<file path="config.mk">
export PLATFORM = sky130hd
export DESIGN_NAME = data_mem_arbiter_flat
export DESIGN_NICKNAME = d
export VERILOG_FILES = /design/src/rtl/data_mem_arbiter_if.sv /design/src/rtl/data_mem_arbiter.sv /design/src/flat_wrapper.sv
export SDC_FILE = /design/constraint.sdc
export NUM_CORES = 1
export LEC_CHECK = 0
export ABC_AREA = 0
export BUFFER_PORTS_ARGS = -buffer_cell sky130_fd_sc_hd__buf_4
export CORE_AREA = 4 4 75 77
export CTS_CLUSTER_DIAMETER = 60
export DETAILED_ROUTE_END_ITERATION = 8
export DIE_AREA = 0 0 79 81
export PLACE_DENSITY = 0.83
export SETUP_SLACK_MARGIN = 0.3
export SLEW_MARGIN = 20
export SYNTH_ARGS = -nofsm -noshare
export SYNTH_HDL_FRONTEND = slang
export SYNTH_SLANG_ARGS = --single-unit
</file>
<file path="constraint.sdc">
create_clock -name clk -period 2.3 [get_ports clk]
set_clock_uncertainty 0.2 [all_clocks]
set_input_delay 0.23 -clock clk [delete_from_list [all_inputs] [get_ports clk]]
set_output_delay 0.23 -clock clk [all_outputs]
set_load 0.02 [all_outputs]
</file>
<file path="src/rtl/data_mem_arbiter_if.sv">
// data_mem_arbiter_if: CPU and HOST request/ack buses plus the shared data-memory port.
// slave is the arbiter's view; master is the processor/host/memory side.
interface data_mem_arbiter_if #(
    parameter int ADDR_W = 5,
    parameter int DATA_W = 16
);
    logic              cpu_req;
    logic              cpu_we;
    logic [ADDR_W-1:0] cpu_addr;
    logic [DATA_W-1:0] cpu_wdata;
    logic              cpu_ack;
    logic [DATA_W-1:0] cpu_rdata;
    logic              cpu_stall;
    logic              host_req;
    logic              host_we;
    logic [ADDR_W-1:0] host_addr;
    logic [DATA_W-1:0] host_wdata;
    logic              host_ack;
    logic [DATA_W-1:0] host_rdata;
    logic              mem_we;
    logic [ADDR_W-1:0] mem_addr;
    logic [DATA_W-1:0] mem_din;
    logic [DATA_W-1:0] mem_dout;
    logic              busy;
    modport slave (
        input  cpu_req, cpu_we, cpu_addr, cpu_wdata, host_req, host_we, host_addr, host_wdata, mem_dout,
        output cpu_ack, cpu_rdata, cpu_stall, host_ack, host_rdata, mem_we, mem_addr, mem_din, busy
    );
    modport master (
        output cpu_req, cpu_we, cpu_addr, cpu_wdata, host_req, host_we, host_addr, host_wdata, mem_dout,
        input  cpu_ack, cpu_rdata, cpu_stall, host_ack, host_rdata, mem_we, mem_addr, mem_din, busy
    );
endinterface

</file>
<file path="src/rtl/data_mem_arbiter.sv">
// data_mem_arbiter: shares one data memory between CPU and HOST with a fixed
// 3-cycle IDLE -> ACCESS -> RESP handshake, round-robin or CPU-first on ties.
module data_mem_arbiter #(
    parameter int ADDR_W = 5,
    parameter int DATA_W = 16,
    parameter bit FIXED_PRI = 1'b0
) (
    input logic clk,
    input logic reset,
    data_mem_arbiter_if.slave bus
);
    typedef enum logic [1:0] {IDLE, ACCESS, RESP} state_t;
    state_t state, next_state;
    logic owner, last_grant, grant_host, lat_we;  // owner/last_grant: 1 = HOST
    logic [ADDR_W-1:0] lat_addr;
    logic [DATA_W-1:0] lat_wdata, rdata_reg;
    always_comb begin
        grant_host = bus.host_req & (~bus.cpu_req | (~FIXED_PRI & ~last_grant));
        next_state = (state == IDLE)   ? ((bus.cpu_req | bus.host_req) ? ACCESS : IDLE) :
                     (state == ACCESS) ? RESP : IDLE;
    end
    always_ff @(posedge clk or posedge reset) begin
        if (reset) begin
            state      <= IDLE;
            owner      <= 1'b0;
            last_grant <= 1'b1;
            lat_we     <= 1'b0;
            lat_addr   <= '0;
            lat_wdata  <= '0;
            rdata_reg  <= '0;
        end else begin
            state <= next_state;
            if (state == IDLE && (bus.cpu_req || bus.host_req)) begin
                owner      <= grant_host;
                last_grant <= grant_host;
                lat_we     <= grant_host ? bus.host_we : bus.cpu_we;
                lat_addr   <= grant_host ? bus.host_addr : bus.cpu_addr;
                lat_wdata  <= grant_host ? bus.host_wdata : bus.cpu_wdata;
            end
            if (state == ACCESS && !lat_we) rdata_reg <= bus.mem_dout;
        end
    end
    assign bus.mem_we     = (state == ACCESS) & lat_we;
    assign bus.mem_addr   = lat_addr;
    assign bus.mem_din    = lat_wdata;
    assign bus.cpu_ack    = (state == RESP) & ~owner;
    assign bus.host_ack   = (state == RESP) & owner;
    assign bus.cpu_rdata  = rdata_reg;
    assign bus.host_rdata = rdata_reg;
    assign bus.cpu_stall  = bus.cpu_req & ~bus.cpu_ack;
    assign bus.busy       = state != IDLE;
endmodule

</file>
<file path="src/flat_wrapper.sv">
// flat-port wrapper written by rule: the top's interface ports become plain ports
module data_mem_arbiter_flat 
#(
    parameter int ADDR_W = 5,
    parameter int DATA_W = 16,
    parameter bit FIXED_PRI = 1'b0
)
  (clk, reset, bus_cpu_req, bus_cpu_we, bus_cpu_addr, bus_cpu_wdata, bus_host_req, bus_host_we, bus_host_addr, bus_host_wdata, bus_mem_dout, bus_cpu_ack, bus_cpu_rdata, bus_cpu_stall, bus_host_ack, bus_host_rdata, bus_mem_we, bus_mem_addr, bus_mem_din, bus_busy);
  data_mem_arbiter_if #(.ADDR_W(ADDR_W), .DATA_W(DATA_W)) bus_i ();
  input logic clk;
  input logic reset;
  input wire logic [$bits(bus_i.cpu_req)-1:0] bus_cpu_req;
  input wire logic [$bits(bus_i.cpu_we)-1:0] bus_cpu_we;
  input wire logic [$bits(bus_i.cpu_addr)-1:0] bus_cpu_addr;
  input wire logic [$bits(bus_i.cpu_wdata)-1:0] bus_cpu_wdata;
  input wire logic [$bits(bus_i.host_req)-1:0] bus_host_req;
  input wire logic [$bits(bus_i.host_we)-1:0] bus_host_we;
  input wire logic [$bits(bus_i.host_addr)-1:0] bus_host_addr;
  input wire logic [$bits(bus_i.host_wdata)-1:0] bus_host_wdata;
  input wire logic [$bits(bus_i.mem_dout)-1:0] bus_mem_dout;
  output wire logic [$bits(bus_i.cpu_ack)-1:0] bus_cpu_ack;
  output wire logic [$bits(bus_i.cpu_rdata)-1:0] bus_cpu_rdata;
  output wire logic [$bits(bus_i.cpu_stall)-1:0] bus_cpu_stall;
  output wire logic [$bits(bus_i.host_ack)-1:0] bus_host_ack;
  output wire logic [$bits(bus_i.host_rdata)-1:0] bus_host_rdata;
  output wire logic [$bits(bus_i.mem_we)-1:0] bus_mem_we;
  output wire logic [$bits(bus_i.mem_addr)-1:0] bus_mem_addr;
  output wire logic [$bits(bus_i.mem_din)-1:0] bus_mem_din;
  output wire logic [$bits(bus_i.busy)-1:0] bus_busy;
  assign bus_i.cpu_req = bus_cpu_req;
  assign bus_i.cpu_we = bus_cpu_we;
  assign bus_i.cpu_addr = bus_cpu_addr;
  assign bus_i.cpu_wdata = bus_cpu_wdata;
  assign bus_i.host_req = bus_host_req;
  assign bus_i.host_we = bus_host_we;
  assign bus_i.host_addr = bus_host_addr;
  assign bus_i.host_wdata = bus_host_wdata;
  assign bus_i.mem_dout = bus_mem_dout;
  assign bus_cpu_ack = bus_i.cpu_ack;
  assign bus_cpu_rdata = bus_i.cpu_rdata;
  assign bus_cpu_stall = bus_i.cpu_stall;
  assign bus_host_ack = bus_i.host_ack;
  assign bus_host_rdata = bus_i.host_rdata;
  assign bus_mem_we = bus_i.mem_we;
  assign bus_mem_addr = bus_i.mem_addr;
  assign bus_mem_din = bus_i.mem_din;
  assign bus_busy = bus_i.busy;
  data_mem_arbiter #(.ADDR_W(ADDR_W), .DATA_W(DATA_W), .FIXED_PRI(FIXED_PRI)) u_core (.clk(clk), .reset(reset), .bus(bus_i));
endmodule
</file>
Yosys cells after proc, flatten, opt, wreduce, memory -nomap -nowiden
Cells that the tools add are included.
{"block": "op_classes", "eq_ne": 2, "muxes": 6, "n_bitwise": 11, "n_reduce_logical": 6}
{"op": "$mux 16", "n": 1}
{"op": "$and 1x1->1", "n": 5}
{"op": "$mux 5", "n": 1}
{"op": "$mux 2", "n": 2}
{"op": "$not 1->1", "n": 4}
{"op": "$eq 2x1->1 const B", "n": 1}
{"op": "$eq 2x2->1 const B", "n": 1}
{"op": "$logic_and 1x1->1", "n": 2}
{"op": "$logic_not 2->1", "n": 1}
{"op": "$mux 1", "n": 2}
{"op": "$or 1x1->1", "n": 2}
{"op": "$reduce_bool 2->1", "n": 1}
{"op": "$logic_not 1->1", "n": 1}
{"op": "$logic_or 1x1->1", "n": 1}
{"block": "word_totals", "register_bits": 42, "inputBits": 64, "output_inout_bits": 58, "wordCells": 32}

Longest topological paths before layout
Gate-level depths: netlist (run 1).
{"block": "logic_depth", "word_depth": 4, "depth_mapped": 5, "depth_no_buf": 3}

Least setup slack after synthesis (run 1)
OpenSTA, ideal clock, no wires.
{"block": "synth_path", "kind": "reg-to-reg", "startpoint": "register u_core.last_grant", "endpoint": "register u_core.lat_wdata[10], in the netlist u_core.bus.mem_din[10]", "setup_time_ns": 0.125, "arrival_time_ns": 1.379, "t_required_ns": 1.975, "path_slack_ns": 0.596, "path_stages_with_launch": 5, "n_path_buf": 1, "synth_period_minus_slack_ns": 1.704, "cell_sequence": "dfstp_2 -> a21bo_4 -> buf_6 -> mux2_4 -> mux2_2"}
{"block": "synth_between", "elab_chain_len": 4}
{"element": "from (decl)", "line_no": "data_mem_arbiter.sv:14", "source": "logic owner, last_grant, grant_host, lat_we;"}
{"element": "from (signal assigned)", "line_no": "data_mem_arbiter.sv:35", "source": "last_grant <= grant_host;"}
{"element": "$not 1->1", "line_no": "data_mem_arbiter.sv:18", "source": "grant_host = bus.host_req & (~bus.cpu_req | (~FIXED_PRI & ~last_grant));"}
{"element": "$or 1x1->1", "line_no": "data_mem_arbiter.sv:18"}
{"element": "$and 1x1->1", "line_no": "data_mem_arbiter.sv:18"}
{"element": "$mux 16", "line_no": "data_mem_arbiter.sv:38", "source": "lat_wdata <= grant_host ? bus.host_wdata : bus.cpu_wdata;"}
{"element": "to (signal assigned)", "line_no": "data_mem_arbiter.sv:38"}
{"element": "to (decl)", "line_no": "data_mem_arbiter.sv:16", "source": "logic [DATA_W-1:0] lat_wdata, rdata_reg;"}
No other way between the ends.
A chain may end at the register's enable or synchronous reset.

Worst setup path after layout (run 1)
{"block": "layout_path", "startpoint": "register u_core.last_grant", "endpoint": "register u_core.lat_wdata[9], in the netlist u_core.bus.mem_din[9]"}
Same word-level chain as after synthesis.

==> metrics.md, run 1 <==
| Metric | Value |
|---|---|
| CP peak stage delay | ~560 ps |
| RSZ-0062 raised after global routing | no |
| Root Buffer | clkbuf_8 |
| Die W | a little under 80 µm |
| Seq/Total Area, Yosys | 0.5097 |
| Gpl congestion | roughly 0.65 |
| CP required | 2270 ps |
| Top Ports | 122 |
| Number of setup buffers added after CTS | 0 |
| Status | complete, no violations |
| Synth Area in Compound Gates | 0.02000 |
| Clk_lat worst skew | about 280 ps |
| Bufs and invs on worst path | 0 |
| Vias in the first global route | 1,717 |
| PwrDens | roughly 1400 nW/µm² |
| Synth Register Bits | 42 |
| Power Total | between 4000 and 5000 µW |
| WP data arrival | ~1900 ps |
| Core box area | about 5000 µm² |
| GRT overflow | 0 |
| Fin util | 0.6376 |
| First-pass GRT wire length | slightly above 8000 µm |
| Starting Density | 0.4121 |
| Die H | roughly 81 µm |
| Netlist cell types | 18 |
| Setup CP Type | reg2reg |
| Most common cell after layout, fill and taps aside | buf_4 |
| Final WL | a little over 5000 µm |
| Initial antenna violation count | 0 |
| Lkg Pwr | 0.001587 µW |
| CP delay by family, top | multiplexers |
| Layout cells sized above 1 | 0.7228 |
| Syn nets | just over 200 |
| Crit. End Element | flip-flop |
| Tcrit/Tclk final | 0.8240 |
| Simple-gate share of the synthesized area | 0.02182 |
| Combinational family with the most area after synthesis | multiplexers |
| Mux cell area share after synthesis | 0.3618 |
| Dpl hpwl | 3569 µm |
| Fin. Hold Viols | 0 |
| TritonCTS clock tree | done |
| Routed wire per std cell | ~15 µm |
| Initial DRC Count | 40 |
| Final slew viol count | 0 |
| Post-synthesis cell area | between 2000 and 2500 µm² |
| H-tree Lvls | 2 |
| Clock transition at path regs | approximately 80 ps |
| Max Cap Violations | 0 |
| Largest fanout on the critical path | 11 |
| Relative slew slack | 0.4197 |
| Slowest stage cell, crit path | dfstp_2 |
| FP Rows | 26 |
| Critical Path, Cell by Cell | a21bo_2, mux2_4, mux2_2 |
| XOR/XNOR Fraction of Synth Area | 0 |
| Cells after Synth | 139 |
| R2R Setup Slk | slightly above 400 ps |
| Syn. warnings | 0 |
| Antenna-violating nets left | 0 |
| Post-Synth Adder-Cell Area | 0 |
| Die ar. | ~6400 µm² |
| Fmax | 527.6 MHz |
| Overall routing resource usage | 0.1608 |
| HP Class | in2reg |
| Diodes inserted | 0 |
| Setup TNS Final | 0 ps |
| Tightest Pin Transition | 869.3 ps |
| P&R area growth vs syn | 54.73% |
| Vias per cell | roughly 4.6 |
| DRT Pass-1 Iters | 3 |
| Mapped Avg Cell Area | between 10 and 15 µm² |
| Cts bufs inserted | 5 |
| Post-layout nets | 330 |
| PortBufs | between 100 and 150 |
| Most frequent cells in the layout | buf_4, mux2_2, dfrtp_1 |
| CTS Buffer Depth | 2 |
| Maximum VDD drop | just over 0.0007 V |
| Via count | approximately 1,500 |
| DR DRC count | 0 |
| Setup violators final | 0 |
| Tmin final | about 1900 ps |
| Startpoint types | flip-flop |
| TritonCTS Sinks | between 40 and 50 |
| Largest net degree at the start of global routing | 43 |
## metal layers
| layer | global-route usage | share of wire |
|---|---|---|
| met1 | 0.1671 | 0.38 |
| met2 | 0.3114 | 0.54 |
| met3 | 0.05432 | 0.081 |
| met4 | 0.03608 | 0.0043 |
| met5 | 0 | 0 |
## path summary, 6_finish.rpt
path                                   startpoint                       to  cells after the start
max                             u_core.last_grant    u_core.bus.mem_din[9]                      3
min                                  bus_host_req        u_core.last_grant                      3
max reg2reg                     u_core.last_grant    u_core.bus.mem_din[9]                      3
min reg2reg                u_core.bus.mem_addr[0]   u_core.bus.mem_addr[0]                      1
max in group asynchronous                   reset            u_core.lat_we                      3
min in group asynchronous                   reset  u_core.bus.cpu_rdata[8]                      3
## logic make-up after synthesis
kind of cell | count (synthesis)
AND/OR/NAND/NOR | 7
flip-flops | 42
AO/OA/AOI/OAI | 5
buffers and inverters | 25
multiplexers | 60
## stage by stage
| stage | cell area [µm²] | hold WS (ps) | setup WS [ps] | instances |
|---|---|---|---|---|
| floorplan | 2064 | 99.97 | 595.8 | 139 |
| finish | 3194 | 36.44 | 404.8 | 337 |
| CTS | 3184 | 17.13 | 338.6 | 336 |
| global placement | 2924 | 235.8 | 394.6 | 310 |
| detailed placement | 2924 | 246.4 | 355.1 | 310 |
| global route | 3194 | 72.77 | 360.1 | 337 |
## worst reg2reg max path, cell delays in order (launching register included)
cell and delay, ps:
dfstp_2 560, a21bo_2 420, mux2_4 340, mux2_2 260
## flip-flops by register name, indices dropped and copies added, names as in the netlist
register              flops
u_core.bus.cpu_rdata     16
u_core.bus.mem_din       16
u_core.bus.mem_addr       5
u_core.state              2
u_core.last_grant         1
u_core.lat_we             1
u_core.owner              1
## cell usage after synthesis
master,count,area share
a21bo_4,1,0.0079
a21oi_1,1,0.0024
a31oi_1,1,0.0030
and2_1,1,0.0030
and3b_1,1,0.0042
buf_2,2,0.0048
buf_4,18,0.065
buf_6,2,0.011
dfrtp_1,41,0.50
dfstp_2,1,0.013
inv_1,3,0.0055
mux2_2,41,0.22
mux2_4,19,0.14
nor2_1,1,0.0018
nor2b_1,3,0.0091
nor3b_1,1,0.0036
o21ai_1,1,0.0024
o2bb2ai_1,1,0.0042
## cell type report
cell class / count / area (µm²)
clock buffers: 8 / 80.08
fillers: 430 / 1815
inverters: 3 / 11.26
multi-input cells: 73 / 847.1
flip-flops and latches: 42 / 1052
well taps: 70 / 87.58
repair buffers: 141 / 1116
## report_power, final
group	switching (µW)	internal (µW)
logic	1250	1290
registers	247	1130
clock network	225	216
## repair_timing
item | in CTS | in global routing
endpoints found under the hold margin | 58 | 0
gates resized for setup | 0 | 0
hold buffers | 18 | 0
endpoints found under the setup margin | 0 | 1
Note: power is estimated with default switching activity, not from simulation.
==> inputs of run 2 (changes only) <==
==> constraint.sdc (replaced) <==
create_clock -name clk -period 1.88 [get_ports clk]
set_clock_uncertainty 0.2 [all_clocks]
set_input_delay 0.188 -clock clk [delete_from_list [all_inputs] [get_ports clk]]
set_output_delay 0.188 -clock clk [all_outputs]
set_load 0.02 [all_outputs]
==> run 2 against run 1 <==
  * First-iteration DRC count fell by 33%
  * Fmax rose by 6.1%
  * Critical path depth rose by 1
  * Hold slack improved by 15 ps
  * Highest routed layer unchanged
==> metrics.md, run 2 (synthesized netlist as in run 1, its figures left out) <==
| Metric | Value |
|---|---|
| Reg2reg path depth | 4 (+1) |
| Largest fanout on the critical path | 5 (-6) |
| Routed wire per std cell | 15.41 µm (+1.8%) |
| TritonCTS Sinks | 42 (unchanged) |
| Setup violators final | 0 (unchanged) |
| GR peak layer | met2 |
| FF-to-FF End | u_core.bus.mem_din[10] |
| First-pass GRT wire length | 8045 µm (unchanged) |
| M2 GR Usage | 0.3182 (+0.006734) |
| PwrDens | 1689 nW/µm² (+24%) |
| Root Buffer | clkbuf_8 |
| Post-Layout Cell Count | 347 (+3.0%) |
| RSZ-0062 raised after global routing | yes |
| Overall routing resource usage | 0.1610 (+0.0002157) |
| Gpl congestion | 0.6624 (+1.3%) |
| Via count | 1,555 (+1.4%) |
| Starting Density | 0.4121 (unchanged) |
| WP data arrival | 1760 ps (-100 ps) |
| Tightest Pin Transition | 482.1 ps (-387.2 ps) |
| Layout cells sized above 1 | 0.7653 (+0.04250) |
| H-tree Lvls | 2 (unchanged) |
| Initial DRC Count | 27 (-33%) |
| GRT overflow | 0 (unchanged) |
| Setup TNS Final | 0 ps (unchanged) |
| Core box area | 5010 µm² (unchanged) |
| Final WL | 5349 µm (+4.8%) |
| Max Cap Violations | 0 (unchanged) |
| GR Layer Usage met1 | 0.1663 (-0.0008230) |
| Fin. Hold Viols | 0 (unchanged) |
| FF-to-FF Start | u_core.last_grant |
| Tmin final | 1786 ps (-109.2 ps) |
| Status | complete, no violations |
| Die ar. | 6399 µm² (unchanged) |
| Vias in the first global route | 1,715 (-0.12%) |
| Tcrit/Tclk final | 0.9500 (+0.1260) |
| DR DRC count | 0 (unchanged) |
| Lkg Pwr | 0.001771 µW (+12%) |
| R2R Setup Slk | 90 ps (-310 ps) |
| TritonCTS clock tree | done |
| Diodes inserted | 0 (unchanged) |
| Die H | 81 µm (unchanged) |
| Crit. End Element | flip-flop |
| Die W | 79 µm (unchanged) |
| Vias per cell | 4.481 (-1.6%) |
| CTS Buffer Depth | 2 (unchanged) |
| HP Class | in2reg |
| Dpl hpwl | 3695 µm (+3.5%) |
| Relative slew slack | 0.6786 (+0.2589) |
| Worst Setup EP | u_core.bus.mem_din[10] |
| Antenna-violating nets left | 0 (unchanged) |
| Setup CP Type | reg2reg |
| Initial antenna violation count | 0 (unchanged) |
| Fmax | 559.9 MHz (+6.1%) |
| PortBufs | 121 (unchanged) |
| CP required | 1850 ps (-420 ps) |
| Placed insts | 314 (+1.3%) |
| Most common cell after layout, fill and taps aside | buf_4 |
| Post-layout nets | 340 (+3.0%) |
| Cts bufs inserted | 5 (unchanged) |
| Maximum VDD drop | 0.0006895 V (-2.4%) |
| Met3 Use GR | 0.04656 (-0.007761) |
| Top Ports | 122 (unchanged) |
| Startpoint types | flip-flop |
| DRT Pass-1 Iters | 4 (+1) |
| Clk_lat worst skew | 290 ps (about the same) |
| Largest net degree at the start of global routing | 23 (-47%) |
| Clock transition at path regs | 80 ps (about the same) |
| P&R area growth vs syn | 69.33% |
| CP startpoint | u_core.last_grant |
| Most frequent cells in the layout | buf_4, mux2_4, dfrtp_1 |
| FP Rows | 26 (unchanged) |
| Final slew viol count | 0 (unchanged) |
==> run 2: cell count changes in the layout (fill, tap and decap cells not counted), moves of 2 or more <==
| cell | before | now |
|---|---|---|
| buf_8 | 0 | 2 |
| mux2_4 | 19 | 41 |
| buf_6 | 0 | 3 |
| clkbuf_1 | 3 | 1 |
| dfrtp_2 | 0 | 2 |
| dfrtp_1 | 41 | 39 |
| nor2b_4 | 0 | 2 |
| mux2_2 | 41 | 19 |
| buf_12 | 1 | 5 |
| nor2b_1 | 3 | 1 |
==> run 2: how the worst min path moves through the flow <==
stage	from	endpoint	slack, ps	cells after the start
5_1_grt	bus_cpu_wdata[13]	u_core.bus.mem_din[13]	50	3
3_5_place_dp	reset	u_core.bus.cpu_rdata[2]	40	2
6_report	bus_cpu_addr[1]	u_core.bus.mem_addr[1]	50	3
2_1_floorplan	bus_cpu_req	u_core.last_grant	60	1
3_3_place_gp	reset	u_core.bus.cpu_rdata[14]	40	2
4_1_cts	bus_cpu_addr[1]	u_core.bus.mem_addr[1]	40	3
==> run 2: power breakdown <==
part           internal [µW]  switching, µW
Combinational           1960           1610
Clock                    297            295
Sequential              1390            358
==> run 2: metrics by stage <==
stage / util / area, µm² / setup slack [ps] / power [µW] / hold slack [ps]
after floorplan: - / 2081 / 179.1 / 3709 / 57.97
after global placement: 0.5982 / 2997 / 141.9 / 4764 / 37.35
after detailed placement: 0.5982 / 2997 / 100.0 / 4850 / 42.45
after CTS: 0.6736 / 3374 / 90.79 / 5673 / 44.57
after global routing: 0.6978 / 3496 / 68.44 / 6218 / 45.42
final: 0.6978 / 3496 / 93.95 / 5905 / 51.93
==> run 2: area by class of cell <==
cell class                 count  area [µm²]
clock buffer                   7       86.33
fill                         387        1514
multi-input combinational     72       955.9
clock inverter                 1       5.005
timing repair buffer         152        1295
inverter                       3       11.26
tap                           70       87.58
sequential                    42        1055
==> run 2: critical path: stages, from the launching register on <==
cell and delay (ps):
dfstp_2 550, a21bo_4 200, clkbuf_16 170, mux2_4 290, mux2_2 260
==> run 2: routing by layer <==
layer,vias to the layer above,part of all wire
li1,744,-
met1,744,0.38
met2,65,0.54
met3,2,0.079
met4,0,0.0026
met5,-,0
==> run 2: timing repair <==
action | in CTS | in global routing
hold endpoints to repair | 37 | 0
hold buffers | 19 | 0
gates resized for setup | 16 | 25
cloned | 1 | 1
pin swaps | 2 | 2
setup endpoints to repair | 41 | 42
buffers inserted | 3 | 1
==> inputs of run 3 (changes only) <==
==> constraint.sdc (replaced) <==
create_clock -name clk -period 1.88 [get_ports clk]
set_clock_uncertainty 0.2 [all_clocks]
set_input_delay 0.376 -clock clk [delete_from_list [all_inputs] [get_ports clk]]
set_output_delay 0.376 -clock clk [all_outputs]
set_load 0.02 [all_outputs]
==> run 3 against run 2 <==
  * First-iteration DRC count increased by 41%
  * Routed wire length decreased by 7.7%
  * Critical path depth decreased by 1
  * Critical endpoint is now bus_cpu_stall
  * Sequential power decreased by 3%
  * Die area unchanged
  * Global-route usage decreased by 1.2 points
  * Highest routed layer unchanged
  * Largest cell class unchanged
  * Sequential share of layout area increased by 2.1 points
  * Via count decreased by 2.6%
==> metrics.md, run 3 (synthesized netlist as in run 1, its figures left out) <==
| Metric | Value |
|---|---|
| Most common cell after layout, fill and taps aside | buf_4 |
| R2R Setup Slk | 90 ps (about the same) |
| # fillers | 403 (+4.1%) |
| HP Class | in2reg |
| Maximum VDD drop | 0.0008245 V (+20%) |
| Gpl congestion | 0.6668 (+0.66%) |
| Most frequent cells in the layout | buf_4, mux2_4, dfrtp_1 |
| PwrDens | 1739 nW/µm² (+3.0%) |
| Die W | 79 µm (unchanged) |
| Layout cells sized above 1 | 0.8031 (+0.03775) |
| Register area | 1052 µm² (-0.24%) |
| Final WL | 4938 µm (-7.7%) |
| Fin. Hold Viols | 0 (unchanged) |
| Setup CP Type | reg2out |
| FF-to-FF Start | u_core.last_grant |
| Tmin final | 1799 ps (+13.18 ps) |
| Placed Area | 2994 µm² (about the same) |
| FF-to-FF End | u_core.bus.mem_din[2] |
| Via count | 1,515 (-2.6%) |
| Setup violators final | 0 (unchanged) |
| Tightest Pin Transition | 357.0 ps (-125.1 ps) |
| Hold depth | 2 (-1) |
| Starting Density | 0.4121 (unchanged) |
| First-pass GRT wire length | 7376 µm (-8.3%) |
| Lkg Pwr | 0.001708 µW (-3.5%) |
| Hold_sp | bus_cpu_req |
| Post-layout nets | 322 (-5.3%) |
| H-tree Lvls | 2 (unchanged) |
| Die ar. | 6399 µm² (unchanged) |
| Design Area, Final | 3264 µm² (-6.6%) |
| Core box area | 5010 µm² (unchanged) |
| CTS Buffer Depth | 2 (unchanged) |
| Initial antenna violation count | 0 (unchanged) |
| DR DRC count | 0 (unchanged) |
| TritonCTS clock tree | done |
| Fmax | 555.8 MHz (-0.73%) |
| Final slew viol count | 0 (unchanged) |
| Power Total | 5678 µW (-3.8%) |
| FP Rows | 26 (unchanged) |
| P&R area growth vs syn | 58.12% |
| PortBufs | 121 (unchanged) |
| Tightest hold margin | 74.10 ps (+22.16 ps) |
| Vias per cell | 4.605 (+2.8%) |
| Clk_lat worst skew | 290 ps (about the same) |
| Die H | 81 µm (unchanged) |
| Initial DRC Count | 38 (+41%) |
| WHS Endpoint | u_core.last_grant |
| Tcrit/Tclk final | 0.9570 (+0.007010) |
| Crit. End Element | output port |
| Status | complete, no violations |
| Overall routing resource usage | 0.1488 (-0.01225) |
| Top Ports | 122 (unchanged) |
| GRT overflow | 0 (unchanged) |
| Setup TNS Final | 0 ps (unchanged) |
| Multi-input gate area | 948.4 µm² (-0.79%) |
| CP required | 1300 ps (-550 ps) |
| TritonCTS Sinks | 42 (unchanged) |
| Clock transition at path regs | 80 ps (about the same) |
| Largest fanout on the critical path | 4 (-1) |
| Largest net degree at the start of global routing | 20 (-13%) |
| Relative slew slack | 0.7617 (+0.08310) |
| Vias in the first global route | 1,505 (-12%) |
| Routed wire per std cell | 15.01 µm (-2.6%) |
| Dpl hpwl | 3749 µm (+1.4%) |
| Startpoint types | flip-flop |
| WP data arrival | 1220 ps (-540 ps) |
| Cts bufs inserted | 5 (unchanged) |
| RSZ-0062 raised after global routing | yes |
| Diodes inserted | 0 (unchanged) |
| Max Cap Violations | 0 (unchanged) |
| Root Buffer | clkbuf_8 |
| DRT Pass-1 Iters | 4 (unchanged) |
| Reg2reg path depth | 4 (unchanged) |
| Antenna-violating nets left | 0 (unchanged) |
[run 3: changes by cell type in the layout (fill, tap and decap cells not counted), sizes merged]
cell,change
dlygate4sd3,-18
clkbuf,-1
clkinv,+1
[run 3: how the worst max path moves through the flow]
stage,from,end
2_1_floorplan,u_core.last_grant,u_core.bus.mem_din[10]
3_3_place_gp,bus_cpu_req,u_core.bus.mem_din[9]
3_5_place_dp,bus_cpu_req,u_core.bus.mem_din[8]
4_1_cts,u_core.state[0],bus_cpu_stall
5_1_grt,u_core.state[0],bus_cpu_stall
6_report,u_core.state[0],bus_cpu_stall
[run 3: layout make-up]
class / count / share of cell area
Timing Repair Buffer: 134 / 0.3315
Sequential cell: 42 / 0.3223
Multi-Input combinational cell: 72 / 0.2905
Tap cell: 70 / 0.02683
Clock buffer: 6 / 0.02223
Inverter: 3 / 0.003450
Clock inverter: 2 / 0.003066
[run 3: critical path, cell delays in order (launching register included)]
cell and delay, ps:
dfrtp_1 420, nor3b_2 260, nor2b_1 90, buf_4 170
[run 3: metal layers]
metal  vias to the layer above  global-route usage  part of all wire
met4                         0             0.03608            0.0085
met3                         7             0.04989             0.090
met5                         -                   0                 0
met2                        73              0.2694              0.50
li1                        703                   -                 -
met1                       732              0.1695              0.40
[run 3: what timing repair did]
action / in CTS / in global routing
hold buffers: 1 / 0
gates cloned: 1 / 1
setup buffers: 3 / 0
setup endpoints to repair: 43 / 43
hold endpoints to repair: 13 / 0
pin swaps: 1 / 1
gates resized for setup: 13 / 21
[run 3: stage by stage]
step	util	instances	worst slack [ps]
4_1_cts	0.6309	328	55.73
3_3_place_gp	0.5977	315	106.0
6_report	0.6516	329	80.77
5_1_grt	0.6516	329	-11.11
2_1_floorplan	-	139	175.8
3_5_place_dp	0.5977	315	75.57
[run 3: where the power goes]
| part | total [µW] | switching, µW | internal, µW |
|---|---|---|---|
| clock | 560 | 302 | 258 |
| sequential | 1700 | 318 | 1390 |
| combinational | 3420 | 1570 | 1840 |
| total | 5680 | 2190 | 3480 |
